File: config.mk
export PLATFORM = sky130hd
export DESIGN_NAME = dhash_seq_ctrl_flat
export DESIGN_NICKNAME = d
export VERILOG_FILES = /design/src/rtl/dhash_pkg.sv /design/src/rtl/dhash_seq_ctrl_if.sv /design/src/rtl/dhash_idx_cnt.sv /design/src/rtl/dhash_seq_ctrl.sv /design/src/flat_wrapper.sv
export SDC_FILE = /design/constraint.sdc
export NUM_CORES = 1
export LEC_CHECK = 0
export CAP_MARGIN = 30
export CORE_UTILIZATION = 31
export CTS_BUF_LIST = sky130_fd_sc_hd__clkbuf_8
export CTS_CLUSTER_SIZE = 12
export DETAILED_ROUTE_END_ITERATION = 10
export SYNTH_ARGS = -nofsm -noshare
export SYNTH_HDL_FRONTEND = slang
export SYNTH_HIERARCHICAL = 1
export SYNTH_SLANG_ARGS = --single-unit
File: constraint.sdc
create_clock -name clk -period 1.9 [get_ports clk]
set_clock_uncertainty 0.15 [all_clocks]
set_input_delay 0.285 -clock clk [delete_from_list [all_inputs] [get_ports clk]]
set_output_delay 0.285 -clock clk [all_outputs]
set_load 0.03 [all_outputs]
File: src/rtl/dhash_pkg.sv
// ---------------------------------------------------------------------------
// dhash_pkg
// Shared constants and FSM encoding for the dhash sequencing controller.
//   ROW_LIM      pixels per row handed to the dhash core
//   COL_LIM      rows per frame
//   COUNT_WIDTH  row index width (col index is one bit narrower)
//   PIX_WIDTH    pixel width
//   OUT_WIDTH    hash width
//   TIMEOUT      cycles the controller waits for the core result
// ---------------------------------------------------------------------------
package dhash_pkg;

    localparam int ROW_LIM     = 9;
    localparam int COL_LIM     = 8;
    localparam int COUNT_WIDTH = 4;
    localparam int PIX_WIDTH   = 8;
    localparam int OUT_WIDTH   = (ROW_LIM - 1) * COL_LIM;
    localparam int TIMEOUT     = 15;

    typedef enum logic [1:0] {
        ST_IDLE = 2'd0,
        ST_FEED = 2'd1,
        ST_WAIT = 2'd2,
        ST_HOLD = 2'd3
    } state_t;

endpackage

File: src/rtl/dhash_seq_ctrl_if.sv
// ---------------------------------------------------------------------------
// dhash_seq_ctrl_if
// Bundles the three buses around the sequencing controller:
//   pixel stream : s_pix, s_valid (in)  / s_ready (out)
//   core drive   : core_pix, core_row, core_col (out)
//   core result  : core_vld, core_hash (in)
//   result       : m_hash, m_valid (out) / m_ready (in)
// Modport slave is the controller's view, master the surrounding system's.
// ---------------------------------------------------------------------------
interface dhash_seq_ctrl_if #(
    parameter int PIX_WIDTH   = dhash_pkg::PIX_WIDTH,
    parameter int COUNT_WIDTH = dhash_pkg::COUNT_WIDTH,
    parameter int OUT_WIDTH   = dhash_pkg::OUT_WIDTH
);

    logic [PIX_WIDTH-1:0]   s_pix;
    logic                   s_valid;
    logic                   s_ready;

    logic [PIX_WIDTH-1:0]   core_pix;
    logic [COUNT_WIDTH-1:0] core_row;
    logic [COUNT_WIDTH-2:0] core_col;

    logic                   core_vld;
    logic [OUT_WIDTH-1:0]   core_hash;

    logic [OUT_WIDTH-1:0]   m_hash;
    logic                   m_valid;
    logic                   m_ready;

    modport slave (
        input  s_pix, s_valid, core_vld, core_hash, m_ready,
        output s_ready, core_pix, core_row, core_col, m_hash, m_valid
    );

    modport master (
        output s_pix, s_valid, core_vld, core_hash, m_ready,
        input  s_ready, core_pix, core_row, core_col, m_hash, m_valid
    );

endinterface

File: src/rtl/dhash_idx_cnt.sv
// ---------------------------------------------------------------------------
// dhash_idx_cnt
// Row/col index generator. Row is the fast counter; col advances when row
// wraps. Both wrap together after the last pixel of the frame.
//   clk, rst     clock, async active-low reset
//   en_i         advance by one pixel
//   clr_i        synchronous clear (wins over en_i)
//   row_o/col_o  current indices
//   row_wrap_o   row is at ROW_LIM-1
//   col_wrap_o   col is at COL_LIM-1
// ---------------------------------------------------------------------------
module dhash_idx_cnt #(
    parameter int ROW_LIM     = dhash_pkg::ROW_LIM,
    parameter int COL_LIM     = dhash_pkg::COL_LIM,
    parameter int COUNT_WIDTH = dhash_pkg::COUNT_WIDTH
) (
    input  logic                   clk,
    input  logic                   rst,
    input  logic                   en_i,
    input  logic                   clr_i,
    output logic [COUNT_WIDTH-1:0] row_o,
    output logic [COUNT_WIDTH-2:0] col_o,
    output logic                   row_wrap_o,
    output logic                   col_wrap_o
);

    localparam int CW = COUNT_WIDTH - 1;
    localparam logic [COUNT_WIDTH-1:0] ROW_MAX = COUNT_WIDTH'(ROW_LIM - 1);
    localparam logic [CW-1:0]          COL_MAX = CW'(COL_LIM - 1);

    logic [COUNT_WIDTH-1:0] row_q, row_d;
    logic [CW-1:0]          col_q, col_d;

    assign row_wrap_o = (row_q == ROW_MAX);
    assign col_wrap_o = (col_q == COL_MAX);
    assign row_o      = row_q;
    assign col_o      = col_q;

    always_comb begin
        row_d = row_q;
        col_d = col_q;
        if (clr_i) begin
            row_d = '0;
            col_d = '0;
        end else if (en_i) begin
            if (row_wrap_o) begin
                row_d = '0;
                col_d = col_wrap_o ? '0 : col_q + 1'b1;
            end else begin
                row_d = row_q + 1'b1;
            end
        end
    end

    always_ff @(posedge clk or negedge rst) begin
        if (!rst) begin
            row_q <= '0;
            col_q <= '0;
        end else begin
            row_q <= row_d;
            col_q <= col_d;
        end
    end

endmodule

File: src/rtl/dhash_seq_ctrl.sv
// ---------------------------------------------------------------------------
// dhash_seq_ctrl
// Sequences one frame of pixels into a dhash core and returns its hash.
//   clk, rst  clock, async active-low reset
//   start     one-cycle request to hash a frame (honoured only in IDLE)
//   bus       pixel stream in, core drive out, core result in, hash out
//   busy      high whenever the controller is not idle
//   err       one-cycle pulse when the core never reports a result
// Flow: IDLE -> FEED (ROW_LIM*COL_LIM beats) -> WAIT (core result or
// timeout) -> HOLD (until the result is accepted) -> IDLE.
// ---------------------------------------------------------------------------
module dhash_seq_ctrl #(
    parameter int ROW_LIM     = dhash_pkg::ROW_LIM,
    parameter int COL_LIM     = dhash_pkg::COL_LIM,
    parameter int COUNT_WIDTH = dhash_pkg::COUNT_WIDTH,
    parameter int PIX_WIDTH   = dhash_pkg::PIX_WIDTH,
    parameter int OUT_WIDTH   = dhash_pkg::OUT_WIDTH,
    parameter int TIMEOUT     = dhash_pkg::TIMEOUT
) (
    input  logic             clk,
    input  logic             rst,
    input  logic             start,
    dhash_seq_ctrl_if.slave  bus,
    output logic             busy,
    output logic             err
);

    import dhash_pkg::*;

    // Wait counter only needs to reach TIMEOUT-1; it clears on the exit edge.
    localparam int WCW = (TIMEOUT < 2) ? 1 : $clog2(TIMEOUT);
    localparam logic [WCW-1:0] WAIT_LAST = WCW'(TIMEOUT - 1);

    state_t                 state_q, state_d;
    logic [WCW-1:0]         wait_q, wait_d;
    logic [PIX_WIDTH-1:0]   core_pix_q;
    logic [COUNT_WIDTH-1:0] core_row_q;
    logic [COUNT_WIDTH-2:0] core_col_q;
    logic [OUT_WIDTH-1:0]   m_hash_q;
    logic                   err_q;

    logic                   s_ready, m_valid;
    logic                   xfer, last_beat, timeout, capture;
    logic [COUNT_WIDTH-1:0] row;
    logic [COUNT_WIDTH-2:0] col;
    logic                   row_wrap, col_wrap;

    assign xfer      = bus.s_valid && s_ready;
    assign last_beat = xfer && row_wrap && col_wrap;
    assign capture   = (state_q == ST_WAIT) && bus.core_vld;
    assign timeout   = (state_q == ST_WAIT) && !bus.core_vld && (wait_q == WAIT_LAST);

    // Indices are held at zero outside FEED so every frame starts at 0,0,
    // including one started right after a reset or an aborted wait.
    dhash_idx_cnt #(
        .ROW_LIM     (ROW_LIM),
        .COL_LIM     (COL_LIM),
        .COUNT_WIDTH (COUNT_WIDTH)
    ) u_idx (
        .clk        (clk),
        .rst        (rst),
        .en_i       (xfer),
        .clr_i      (state_q != ST_FEED),
        .row_o      (row),
        .col_o      (col),
        .row_wrap_o (row_wrap),
        .col_wrap_o (col_wrap)
    );

    // State register
    always_ff @(posedge clk or negedge rst) begin
        if (!rst) state_q <= ST_IDLE;
        else      state_q <= state_d;
    end

    // Next state
    always_comb begin
        state_d = state_q;
        case (state_q)
            ST_IDLE: if (start)           state_d = ST_FEED;
            ST_FEED: if (last_beat)       state_d = ST_WAIT;
            ST_WAIT: if (bus.core_vld)    state_d = ST_HOLD;
                     else if (timeout)    state_d = ST_IDLE;
            ST_HOLD: if (bus.m_ready)     state_d = ST_IDLE;
            default:                      state_d = ST_IDLE;
        endcase
    end

    // State-decoded outputs
    always_comb begin
        s_ready = 1'b0;
        m_valid = 1'b0;
        busy    = 1'b0;
        case (state_q)
            ST_FEED: begin s_ready = 1'b1; busy = 1'b1; end
            ST_WAIT: begin busy = 1'b1; end
            ST_HOLD: begin m_valid = 1'b1; busy = 1'b1; end
            default: ;
        endcase
    end

    always_comb begin
        wait_d = '0;
        if ((state_q == ST_WAIT) && !bus.core_vld && !timeout)
            wait_d = wait_q + 1'b1;
    end

    always_ff @(posedge clk or negedge rst) begin
        if (!rst) begin
            wait_q     <= '0;
            core_pix_q <= '0;
            core_row_q <= '0;
            core_col_q <= '0;
            m_hash_q   <= '0;
            err_q      <= 1'b0;
        end else begin
            wait_q <= wait_d;
            err_q  <= timeout;
            if (xfer) begin
                core_pix_q <= bus.s_pix;
                core_row_q <= row;
                core_col_q <= col;
            end
            if (capture)
                m_hash_q <= bus.core_hash;
        end
    end

    assign bus.s_ready  = s_ready;
    assign bus.m_valid  = m_valid;
    assign bus.m_hash   = m_hash_q;
    assign bus.core_pix = core_pix_q;
    assign bus.core_row = core_row_q;
    assign bus.core_col = core_col_q;
    assign err          = err_q;

endmodule

File: src/flat_wrapper.sv
// flat-port wrapper written by rule: the top's interface ports become plain ports
module dhash_seq_ctrl_flat import dhash_pkg::*;
#(
    parameter int ROW_LIM     = dhash_pkg::ROW_LIM,
    parameter int COL_LIM     = dhash_pkg::COL_LIM,
    parameter int COUNT_WIDTH = dhash_pkg::COUNT_WIDTH,
    parameter int PIX_WIDTH   = dhash_pkg::PIX_WIDTH,
    parameter int OUT_WIDTH   = dhash_pkg::OUT_WIDTH,
    parameter int TIMEOUT     = dhash_pkg::TIMEOUT
)
  (clk, rst, start, busy, err, bus_s_pix, bus_s_valid, bus_core_vld, bus_core_hash, bus_m_ready, bus_s_ready, bus_core_pix, bus_core_row, bus_core_col, bus_m_hash, bus_m_valid);
  dhash_seq_ctrl_if #(.PIX_WIDTH(PIX_WIDTH), .COUNT_WIDTH(COUNT_WIDTH), .OUT_WIDTH(OUT_WIDTH)) bus_i ();
  input  logic clk;
  input  logic rst;
  input  logic start;
  output logic busy;
  output logic err;
  input wire logic [$bits(bus_i.s_pix)-1:0] bus_s_pix;
  input wire logic [$bits(bus_i.s_valid)-1:0] bus_s_valid;
  input wire logic [$bits(bus_i.core_vld)-1:0] bus_core_vld;
  input wire logic [$bits(bus_i.core_hash)-1:0] bus_core_hash;
  input wire logic [$bits(bus_i.m_ready)-1:0] bus_m_ready;
  output wire logic [$bits(bus_i.s_ready)-1:0] bus_s_ready;
  output wire logic [$bits(bus_i.core_pix)-1:0] bus_core_pix;
  output wire logic [$bits(bus_i.core_row)-1:0] bus_core_row;
  output wire logic [$bits(bus_i.core_col)-1:0] bus_core_col;
  output wire logic [$bits(bus_i.m_hash)-1:0] bus_m_hash;
  output wire logic [$bits(bus_i.m_valid)-1:0] bus_m_valid;
  assign bus_i.s_pix = bus_s_pix;
  assign bus_i.s_valid = bus_s_valid;
  assign bus_i.core_vld = bus_core_vld;
  assign bus_i.core_hash = bus_core_hash;
  assign bus_i.m_ready = bus_m_ready;
  assign bus_s_ready = bus_i.s_ready;
  assign bus_core_pix = bus_i.core_pix;
  assign bus_core_row = bus_i.core_row;
  assign bus_core_col = bus_i.core_col;
  assign bus_m_hash = bus_i.m_hash;
  assign bus_m_valid = bus_i.m_valid;
  dhash_seq_ctrl #(.ROW_LIM(ROW_LIM), .COL_LIM(COL_LIM), .COUNT_WIDTH(COUNT_WIDTH), .PIX_WIDTH(PIX_WIDTH), .OUT_WIDTH(OUT_WIDTH), .TIMEOUT(TIMEOUT)) u_core (.clk(clk), .rst(rst), .start(start), .bus(bus_i), .busy(busy), .err(err));
endmodule
; Word-level counts from Yosys, hierarchy flattened
; Cells that the tools add are included.
[word_totals]
inputBits = 78
regBits = 93
out_inout_bits = 83
word_cells = 55
[classes]
eq_ne = 11
mux = 17
n_reduce_logical = 15
add_sub_neg = 3
[ops]
columns = op, n
row1 = 4-bit 2-to-1 mux, 4
row2 = 3-bit 2-to-1 mux, 4
row3 = 2-bit 2-to-1 mux, 5
row4 = 4-bit by 1-bit adder with 4-bit output (second input constant), 2
row5 = 4-bit == test (second input constant), 2
row6 = 2-bit one-hot mux with 4 select lines, 1
row7 = 1-bit logical AND, 7
row8 = 2-bit == test (second input constant), 2
row9 = 2-bit by 1-bit != test with 1-bit output (second input constant), 2
row10 = 2-bit != test (second input constant), 2
row11 = 4-bit AND reduction, 1
row12 = 2-bit nonzero test, 2
row13 = 3-bit by 1-bit adder with 3-bit output (second input constant), 1
row14 = 3-bit == test (second input constant), 1
row15 = 1-bit 2-to-1 mux, 3
row16 = 3-bit by 2-bit != test with 1-bit output (second input constant), 1
row17 = 3-bit OR reduction, 1
row18 = 2-bit by 1-bit == test with 1-bit output (second input constant), 1
row19 = 1-bit zero test, 2
row20 = 2-bit zero test, 1
row21 = 2-bit AND reduction, 1

; Depth between registers and ports, before layout
[depth]
ltp_word = 7
depth_mapped = 8

; Modules after synthesis
; The synthesis kept the hierarchy.
[by_module_without_submodules]
columns = mod, seq_area_each_um2, n_inst, area_per_inst_um2, cells_per_inst
row1 = dhash_seq_ctrl, 2152.1, 1, 3360.7, 203
row2 = dhash_idx_cnt, 175.2, 1, 404.1, 39

; Least setup slack after synthesis
; OpenSTA, ideal clock, no wires.
[synth_path]
path_kind = reg2reg
from = register u_core.state_q[1]
to = register u_core.u_idx.col_q[1] (netlist: u_core/u_idx/col_o[1])
synth_period_minus_slack_ps = 2090
stages_incl_launch_ff = 9
required_time_ps = 1676
path_buffers = 2
path_slack_ps = -190
t_arrival_ps = 1867
setup_ps = 74
path_cell_list = dfrtp_1 > buf_4 > nor2b_4 > nand2_4 > buf_12 > inv_1 > nand4b_4 > or3b_1 > a21oi_2
[synth_between]
elab_chain_cells = 5
word_cells_on_any_way = 8
classes_between = eq/ne: 2 / mux: 2 / reduce/logical: 4
[synth_rtl]
columns = element, line_no
row1 = "start, declared", dhash_seq_ctrl.sv:34  ; state_t state_q, state_d;
row2 = "start signal, assigned", dhash_seq_ctrl.sv:73  ; else state_q <= state_d;
row3 = 2-bit by 1-bit == test with 1-bit output, dhash_seq_ctrl.sv:94  ; case (state_q)
row4 = 1-bit 2-to-1 mux, dhash_seq_ctrl.sv:94
row5 = via bus_s_ready, flat_wrapper.sv:23  ; output wire logic [$bits(bus_i.s_ready)-1:0] bus_s_ready;
row6 = 1-bit logical AND, dhash_seq_ctrl.sv:48  ; assign xfer = bus.s_valid && s_ready;
row7 = via u_core.xfer, dhash_seq_ctrl.sv:43  ; logic xfer, last_beat, timeout, capture;
row8 = 2-bit nonzero test (no source line), n/a
row9 = 2-bit AND reduction (no source line), n/a
row10 = "end signal, assigned", dhash_idx_cnt.sv:61  ; col_q <= col_d;
row11 = "end, declared", dhash_idx_cnt.sv:32  ; logic [CW-1:0] col_q, col_d;
; The timed path passes the listed nets, and every way through them passes these cells.
; A chain may end at the register's enable or synchronous reset.

; Final worst setup path
[layout_path]
from = register u_core.core_pix_q[7] (netlist: u_core/bus.core_pix[7])
to = output bus_core_pix[7]
[layout_rtl]
columns = element, line_no
row1 = "start, declared", dhash_seq_ctrl.sv:36  ; logic [PIX_WIDTH-1:0] core_pix_q;
row2 = "start signal, assigned", dhash_seq_ctrl.sv:120  ; core_pix_q <= bus.s_pix;
row3 = "end, declared", flat_wrapper.sv:24  ; output wire logic [$bits(bus_i.core_pix)-1:0] bus_core_pix;
; No word-level cell between the ends.

==> impl_metrics.tcl <==
set metrics [dict create \
    synth_top_area_cell "dfrtp_1" \
    ys.flop_type "dfrtp_1" \
    fin_hold_ws_ns 0.3590 \
    crit_chain "clkdlybuf4s50_1" \
    htreeDepth 3 \
    slowest_stage "clkdlybuf4s50_1" \
    viasPerCell 4.432 \
    drive_gt1_share_pct 26.86 \
    arrival_ns 1.40 \
    path_class "flip-flop to output port" \
    setup_viol 0 \
    grt_max_degree 94 \
    ir_worst_vdd_mv 0.4572 \
    hpwl_mm 5.779 \
    finalPower_w 0.004419 \
    grt.total_usage_pct 13.78 \
    cts_tree "done" \
    power_frac_comb_pct 19.0 \
    fill_cells 1037 \
    die-area_mm2 0.01259 \
    synth_edf_count 0 \
    fp.coreArea_mm2 0.01161 \
    grtUsageMet1_pct 18.18 \
    antenna_found_initial 0 \
    ant_nets 0 \
    slew_viol_final 0 \
    crit_required_ns 1.46 \
    clkTransAtPathRegs_ns 0.09 \
    clock_latency_ns 0.34 \
    io_pins 161 \
    max_freq_ghz 0.5461 \
    wl_per_cell_um 14.64 \
    netlist_area_mm2 0.003765 \
    maxSlewHeadroom_pct 66.42 \
    use_met2_pct 21.90 \
    drt_iter0_drc 105 \
    vias 2482 \
    cts-buffers-inserted 9 \
    rsz0062_at_grt "no" \
    synth_top_area_share_pct 61.81 \
    cts.sinks 93 \
    globalRouteMet3Util_pct 3.726 \
    fin_setup_tns_ns 0 \
    start_kind "flip-flop" \
    yosys_register_bits 93 \
    finalCritPeriodShare_pct 96.38 \
    synth.top_cells.by_count "93 x dfrtp_1, 70 x mux2_2, 9 x mux2_4, 9 x nor2_1, 8 x nand2_1" \
    cts_root_buf "clkbuf_8" \
    violations "design-rule violations" \
    busiest_layer "met2" \
    final_nets 496 \
    fin_crit_ns 1.831 \
    drc 10 \
    syn_area_per_cell_um2 15.56 \
    cp_top_family "buffers and inverters" \
    wirelength_mm 8.200 \
    num_antenna_cells 0 \
    syn_inst 242 \
    tightest_slew_ns 0.5036 \
    clockBufferDepth 2 \
    intPower_w 0.003212 \
    worst-path-buf-inv 1 \
    first_global_vias 2577 \
    syn_to_final_growth_pct 52.48 \
    start_util_pct 32.42 \
    hold_class "input port to asynchronous set/reset pin" \
    ys_seq_area_share_pct 61.81 \
    status "finished with violations" \
    drv_cap 0 \
    syn-num-nets 326 \
    synthDistinctLibCells 32 \
    clkPwrFrac_pct 30.2 \
    p_per_area_mw_per_mm2 769.8 \
    synth-async-reset-ratio_pct 100.0 \
    cts_setup_buffers 0 \
    switchingPower_w 0.001207 \
    grt_pass1_wl_mm 13.47 \
    grt-ovfl-total 0 \
    p_leak_nw 2.699 \
    switching_share_pct 27.31 \
    synth_area_leaders "dfrtp_1 62%, mux2_2 21%, mux2_4 3.6%, ha_1 2.0%, buf_6 1.8%" \
    std_cell_rows 39 \
    seq_power_share_pct 50.9 \
    gp_congestion 0.7845 \
    die_h_um 112.2 \
    hold_viol_final 0 \
    portBuffers 160 \
    critPathMaxStageDelay_ns 0.68 \
    cp_max_fo 2 \
    drtPass1Iterations 9 \
    critPathCaptureType "output port" \
    synth_most_common_cell "dfrtp_1" \
    yosysWarnings 6 \
    die_x_um 112.2 \
]
placed cells by master, fill, tap and decap left out, drive strengths merged, types with 2 or more instances in the layout:
cell type	n
a21oi	5
nand3	3
clkbuf	11
clkinvlp	4
mux2	79
o21ai	5
or3b	2
clkdlybuf4s50	156
nand2	9
dfrtp	93
inv	4
ha	6
buf	8
nand3b	2
clkinv	2
mux2i	2
nor2	9
through the flow:
step           setup WS [ns]  std cells  util, %  cell area [µm²]
4_1_cts             0.002407        560    49.46             5744
3_3_place_gp         0.04241        543    47.67             5537
3_5_place_dp        -0.01441        543    47.67             5537
2_1_floorplan       -0.07037        242        -             3775
5_1_grt             0.001122        560    49.43             5741
6_report             0.06875        560    49.43             5741
kinds of logic after synthesis:
kind of cell,synth area share (%)
simple gates,5.384
xor+xnor,0.4654
mux,25.06
compound gates,2.061
flops,61.81
buf+inv,3.223
fa+ha+maj,1.994
registers in the layout (all words and copies together), names as in the netlist:
signal / flops
u_core/bus.m_hash: 64
u_core/bus.core_pix: 8
u_core/bus.core_row: 4
u_core/u_idx/row_o: 4
u_core/wait_q: 4
u_core/bus.core_col: 3
u_core/u_idx/col_o: 3
u_core/state_q: 2
u_core/err: 1
timing repair:
action                     4_1_cts  5_1_grt
resized for setup                4        2
hold endpoints to repair        93        0
setup endpoints to repair        3        2
hold buffers                     1        0
cloned                           0        0
power by group through the flow:
stage / Sequential [W] / Combinational, W / Clock [W]
2_1_floorplan: 0.00241 / 0.000267 / 0
3_3_place_gp: 0.00228 / 0.000833 / 0
3_5_place_dp: 0.00229 / 0.000842 / 0
4_1_cts: 0.00225 / 0.000850 / 0.00139
5_1_grt: 0.00227 / 0.000907 / 0.00148
6_report: 0.00225 / 0.000837 / 0.00133
path summary, 6_finish.rpt:
path | from | to | slack, ns | depth (start not counted)
worst max-delay path | u_core/bus.core_pix[7]$_DFFE_PN0N_ | bus_core_pix[7] | 0.07 | 1
worst min register to register | u_core/bus.m_hash[43]$_DFFE_PN0P_ | u_core/bus.m_hash[43]$_DFFE_PN0P_ | 0.36 | 1
worst max register to register | u_core/state_q[1]$_DFFE_PN0P_ | u_core/bus.m_hash[12]$_DFFE_PN0P_ | 0.13 | 4
worst min-delay path | rst | u_core/bus.core_row[2]$_DFFE_PN0N_ | 0.36 | 3
min in group clk | u_core/bus.m_hash[43]$_DFFE_PN0P_ | u_core/bus.m_hash[43]$_DFFE_PN0P_ | 0.36 | 1
max in group asynchronous | rst | u_core/bus.m_hash[31]$_DFFE_PN0P_ | 0.84 | 3
layer usage:
layer	vias up	wire length [µm]	part of all wire, %
met2	84	3918	48
li1	1180	-	-
met1	1209	3679	45
met5	-	0	0
met4	0	88	1.1
met3	9	514	6.3
area by class of cell:
cell class / instances / area, µm² / area share [%]
Clock inverter: 6 / 62.56 / 1.090
Inverter: 5 / 22.52 / 0.3923
Sequential cell: 93 / 2327 / 40.54
Timing Repair Buffer: 168 / 1693 / 29.49
Multi-Input combinational cell: 135 / 1319 / 22.97
Tap cell: 143 / 178.9 / 3.117
Clock buffer: 10 / 137.6 / 2.398
Note: power is estimated with default switching activity, not from simulation.
